**config.mk**
```make
export PLATFORM = sky130hd
export DESIGN_NAME = shift_add_mult_ctrl
export DESIGN_NICKNAME = d
export VERILOG_FILES = /design/src/rtl/shift_add_mult_ctrl.sv
export SDC_FILE = /design/constraint.sdc
export NUM_CORES = 1
export LEC_CHECK = 0
export ABC_CLOCK_PERIOD_IN_PS = 3900
export CORE_MARGIN = 2
export CORE_UTILIZATION = 33
export DETAILED_ROUTE_END_ITERATION = 8
export SLEW_MARGIN = 25
export SYNTH_ARGS = -nofsm -noshare
export SYNTH_HDL_FRONTEND = slang
export SYNTH_SLANG_ARGS = --single-unit
```
**constraint.sdc**
```tcl
create_clock -name clk -period 3.9 [get_ports clk]
set_input_delay 0.78 -clock clk [delete_from_list [all_inputs] [get_ports clk]]
set_output_delay 0.78 -clock clk [all_outputs]
set_load 0.05 [all_outputs]
```
**src/rtl/shift_add_mult_ctrl.sv**
```systemverilog
// rtl/shift_add_mult_ctrl.sv - control/add stage of a shift-add multiplier
// Sequences external A/Q shift registers through N add/shift rounds; {A,Q} holds the product at done.
module shift_add_mult_ctrl #(
  parameter int N = 8
) (
  input  logic         clk,
  input  logic         rst_n,
  input  logic         start,
  input  logic [N-1:0] multiplicand,
  input  logic [N-1:0] multiplier,
  input  logic [N-1:0] a_reg,
  input  logic         q_lsb,
  output logic [1:0]   a_ctrl,
  output logic [N-1:0] a_par,
  output logic         a_ser,
  output logic [1:0]   q_ctrl,
  output logic [N-1:0] q_par,
  output logic         q_ser,
  output logic         busy,
  output logic         done
);

  localparam int CW = $clog2(N);

  typedef enum logic [2:0] {IDLE, LOAD, ADD, SHIFT, DONE} state_t;

  state_t          state_q, state_d;
  logic [N-1:0]    m_q, m_d;
  logic [N-1:0]    qr_q, qr_d;
  logic            carry_q, carry_d;
  logic [CW-1:0]   cnt_q, cnt_d;
  logic [N:0]      sum;

  // Carry-out is kept so the A MSB receives it on the following shift.
  assign sum = {1'b0, a_reg} + {1'b0, m_q};

  always_comb begin
    state_d = state_q;
    m_d     = m_q;
    qr_d    = qr_q;
    carry_d = carry_q;
    cnt_d   = cnt_q;
    case (state_q)
      IDLE: begin
        if (start) begin
          m_d     = multiplicand;
          qr_d    = multiplier;
          carry_d = 1'b0;
          cnt_d   = '0;
          state_d = LOAD;
        end
      end
      LOAD: state_d = ADD;
      ADD: begin
        carry_d = q_lsb ? sum[N] : 1'b0;
        state_d = SHIFT;
      end
      SHIFT: begin
        carry_d = 1'b0;
        if (cnt_q == CW'(N - 1)) begin
          state_d = DONE;
        end else begin
          cnt_d   = cnt_q + CW'(1);
          state_d = ADD;
        end
      end
      DONE:    state_d = IDLE;
      default: state_d = IDLE;
    endcase
  end

  always_ff @(posedge clk or negedge rst_n) begin
    if (!rst_n) begin
      state_q <= IDLE;
      m_q     <= '0;
      qr_q    <= '0;
      carry_q <= 1'b0;
      cnt_q   <= '0;
    end else begin
      state_q <= state_d;
      m_q     <= m_d;
      qr_q    <= qr_d;
      carry_q <= carry_d;
      cnt_q   <= cnt_d;
    end
  end

  always_comb begin
    a_ctrl = 2'b00;
    a_par  = '0;
    a_ser  = 1'b0;
    q_ctrl = 2'b00;
    q_par  = qr_q;
    q_ser  = 1'b0;
    busy   = 1'b0;
    done   = 1'b0;
    case (state_q)
      LOAD: begin
        a_ctrl = 2'b11;
        q_ctrl = 2'b11;
        busy   = 1'b1;
      end
      ADD: begin
        busy = 1'b1;
        if (q_lsb) begin
          a_ctrl = 2'b11;
          a_par  = sum[N-1:0];
        end
      end
      SHIFT: begin
        busy   = 1'b1;
        a_ctrl = 2'b01;
        a_ser  = carry_q;
        q_ctrl = 2'b01;
        q_ser  = a_reg[0];
      end
      DONE:    done = 1'b1;
      default: ;
    endcase
  end

endmodule

```
Word level (Yosys, flattened, before mapping)
Cells that the tools add are included.
- $add $sub $neg: 2
- equal/unequal tests: 7
- multiplexer cells: 18
- reduce and logical (&&, ||, !) cells: 7
- operators with widths (operator ; number):
    8-bit 2-to-1 mux ; 2
    3-bit 2-to-1 mux ; 4
    3-bit case mux with 4 select lines ; 1
    8-bit by 8-bit adder with 9-bit output ; 1
    3-bit by 2-bit equality test with 1-bit output (second input constant) ; 2
    3-bit equality test (second input constant) ; 2
    1-bit 2-to-1 mux ; 6
    2-bit case mux with 3 select lines ; 1
    3-bit case mux with 2 select lines ; 1
    2-bit != test (second input constant) ; 2
    2-bit case mux with 2 select lines ; 1
    2-bit AND reduction ; 2
    3-bit by 1-bit adder with 3-bit output (second input constant) ; 1
    3-bit by 1-bit equality test with 1-bit output (second input constant) ; 1
    3-bit zero test ; 1
    1-bit case mux with 3 select lines ; 1
    3-bit AND reduction ; 1
    3-bit nonzero test ; 1
    3-bit OR reduction ; 1
    2-bit 2-to-1 mux ; 1
    2-bit nonzero test ; 1
- bits in registers: 23
- input port bits: 28
- output and inout bits: 24
- word-level logic and storage cells: 39

Depth between registers and ports, before layout
- depth in word-level cells: 3
- gate-level depth with buffers: 6
- depth with buffers taken out: 6

Worst setup path after synthesis
No wires, ideal clock.
- kind: in2out
- start point: input a_reg[0]
- end point: output a_par[6]
- arrival time: 2.679 ns
- data required time: 3.120 ns
- path slack: 0.441 ns
- stages on the path: 6
- buffers on the path: 0
- cells stage by stage: ha_1 -> fa_1 -> a21o_1 -> a221oi_1 -> xor2_1 -> nor2_1
- word-level cells in the longest chain between the ends: 3
- RTL lines (what ; line ; text):
    start: declaration ; 11 ; input logic [N-1:0] a_reg,
    8-bit by 8-bit adder with 9-bit output ; 35 ; assign sum = {1'b0, a_reg} + {1'b0, m_q};
    8-bit 2-to-1 mux ; 105 ; if (q_lsb) begin
    8-bit 2-to-1 mux ; 97 ; case (state_q)
    end: declaration ; 14 ; output logic [N-1:0] a_par,
Every way passes these cells.

Final worst setup path
Same ends and word-level chain as after synthesis.

==> flow_summary.ini <==
[outcome]
status = finished, final reports clean

[critical_path]
critPathMaxStageDelay_ps = 420
crit_path_top_delay_cell = clkdlybuf4s50_1
worstSetupPathType = in2out
cp-start-kind = input port
setup.worst_path.end_class = primary output
crit_chain = clkdlybuf4s50_1, ha_1, fa_1, a21o_1, a221oi_1, xor2_1, nor2_1, buf_12
worstPathMaxFanout = 3
worst_ep_required_time_ps = 3120
r2r_cells = 5
crit_arrival_ps = 2940

[clocking]
cts_hold_repair.buffers = 0
numCtsBuffers = 3
clock_path_buffers = 2
clock-sinks = 23
cts_setup_buffers = 0
cts.reportedPaths.clkPinSlew_ps = 80
cts_resized = 0
cts_tree = built
clock_latency_ps = 260
htreeDepth = 1
ctsRootBufferMaster = clkbuf_8

[yosys]
netlist_instances = 156
synth_ff_type = dfrtp_1
synth_edf_count = 0
yosysMostFrequentCell = nand2_1
ys_seq_elements = 23
yosys.area.top_type = dfrtp_1
synth-seq-area-share_pct = 42.6
syn-cell-area_sq_um = 1350
yosysWarnings = 0
ys_types = 34
synthArstFlopShare_pct = 100
netlist.area_leader.share_pct = 42.6
synth_area_per_cell_sq_um = 8.67
ys_top_cells_by_count = nand2_1 (55), dfrtp_1 (23), ha_1 (10), nor2_1 (10), o21ai_0 (7)
synth_top_cells_by_area = dfrtp_1 (43%), nand2_1 (15%), ha_1 (9.3%)
synth.net_count = 195

[sta]
max_slew_margin_pct = 51.1
fin_ws_ps = 175
final_hold_viol_count = 0
worst_pin_slew_ps = 732
drv_slew = 0
fin_worst_skew_ps = 2.29
rsz0062_at_grt = false
setup_viol = 0
period_needed_ps = 3720
fin_tns_setup_ps = 0
finalCritPeriodShare_pct = 95.5
timing.fmax_ghz = 0.268

[grt]
grt_pass1_vias = 1210
grt_max_degree = 24
grt_pass1_wl_mm = 5.31
grtUsageTotal_pct = 15.0
antenna_found_initial = 0
grt_overflow = 0

[power_and_ir_drop]
ir_worst_vdd_mv = 0.368
powerDensity_nw_per_um2 = 871
total_power_mw = 1.74
p_leak_nw = 0.982

[placed_design]
dp_hpwl_mm = 2.53
place_congestion = 0.758
dp_worst_setup_slack_ps = 184
dpl_cell_area_sq_um = 1950
port_buffers = 51

[die]
core_area_sq_um = 3970
chipWidth_um = 68.0
start_util_pct = 34.1
fp.dieArea_sq_um = 4630
die_h_um = 68.0
pin_count = 52
rows = 23

[route]
wl_per_cell_um = 12.7
met2_length_mm = 1.55
drc = 0
drt_iter0_drc = 53
first_pass_iters = 4
wl_met1_mm = 1.47
antenna_left = 0
vias = 1242
vias_per_cell = 4.80
finalWirelength_mm = 3.30
met3_length_um = 246
routed.top_layer = met4

[finish]
area_growth_pct = 47.3
nets = 249
drive_gt1_share_pct = 7.66
final_area_sq_um = 1990
n_antenna_cell = 0

[worst_hold_path]
min_path_cells = 2
hp-class = reg2reg

[job]
drv_cap = 0
[power breakdown]
group / internal [mW] / total [mW] / switching [mW]
Clock: 0.0727 / 0.144 / 0.0715
Combinational: 0.446 / 1.15 / 0.708
Sequential: 0.346 / 0.437 / 0.0911
[per-stage QoR]
step           hold slack, ps  util, %  cells
6_report                  477     50.2    259
5_1_grt                   505     50.2    259
4_1_cts                   482     50.3    259
3_5_place_dp              462     49.1    255
3_3_place_gp              457     49.1    255
2_1_floorplan             450        -    156
[metal layers]
layer	up-vias	track usage [%]
met1	568	19.7
met4	0	4.25
met2	42	25.0
li1	630	-
met3	2	3.29
met5	-	0
[cell families after synthesis]
group / synth area share (%)
adders and majority gates: 10.7
DFF: 42.6
and+or+nand+nor: 30.0
AOI/OAI and AO/OA: 10.7
muxes: 0.740
buffers and inverters: 2.68
xor gates and xnor gates: 2.59
[state kept, by name (all words and copies together), names as in the netlist]
register,count
m_q,8
q_par,8
state_q,3
carry_q,1
cnt_q,3
[final cells by class]
| class | instances | area [sq um] |
|---|---|---|
| Fill cell | 378 | 1980 |
| Multi-Input combinational cell | 126 | 741 |
| Sequential cell | 23 | 576 |
| Timing Repair Buffer | 54 | 561 |
| Tap cell | 50 | 62.6 |
| Clock buffer | 4 | 45.0 |
| Inverter | 2 | 7.51 |
[cells in the final DEF (no fill, tap or decap), drive strengths merged, types with 3 or more instances in the layout]
cell type / Yosys / final
a21o: 3 / 3
nor3: 3 / 3
dfrtp: 23 / 23
o21ai: 7 / 7
clkbuf: 2 / 4
clkdlybuf4s50: 0 / 43
nor2: 10 / 10
xor2: 3 / 3
a21oi: 5 / 5
and2: 3 / 3
nand2: 55 / 55
and3: 5 / 5
buf: 3 / 11
ha: 10 / 10
[worst max-delay path, delay by kind of cell]
| family | cells | cell delay, ps |
|---|---|---|
| AOI/OAI and AO/OA | 2 | 610 |
| xor gates and xnor gates | 1 | 110 |
| adders and majority gates | 2 | 650 |
| buffers and inverters | 2 | 590 |
| and+or+nand+nor | 1 | 200 |
[path summary, 6_finish.rpt]
check                           slack, ps  startpoint          to
worst max-delay path                  180    a_reg[0]    a_par[6]
worst min-delay path                  480    q_par[0]    q_par[0]
worst max register to register       1980      m_q[0]     carry_q
worst min register to register        480    q_par[0]    q_par[0]
max in group asynchronous            3060       rst_n  state_q[2]
min in group asynchronous             490       rst_n    cnt_q[0]
(Power assumes the default switching activity.)
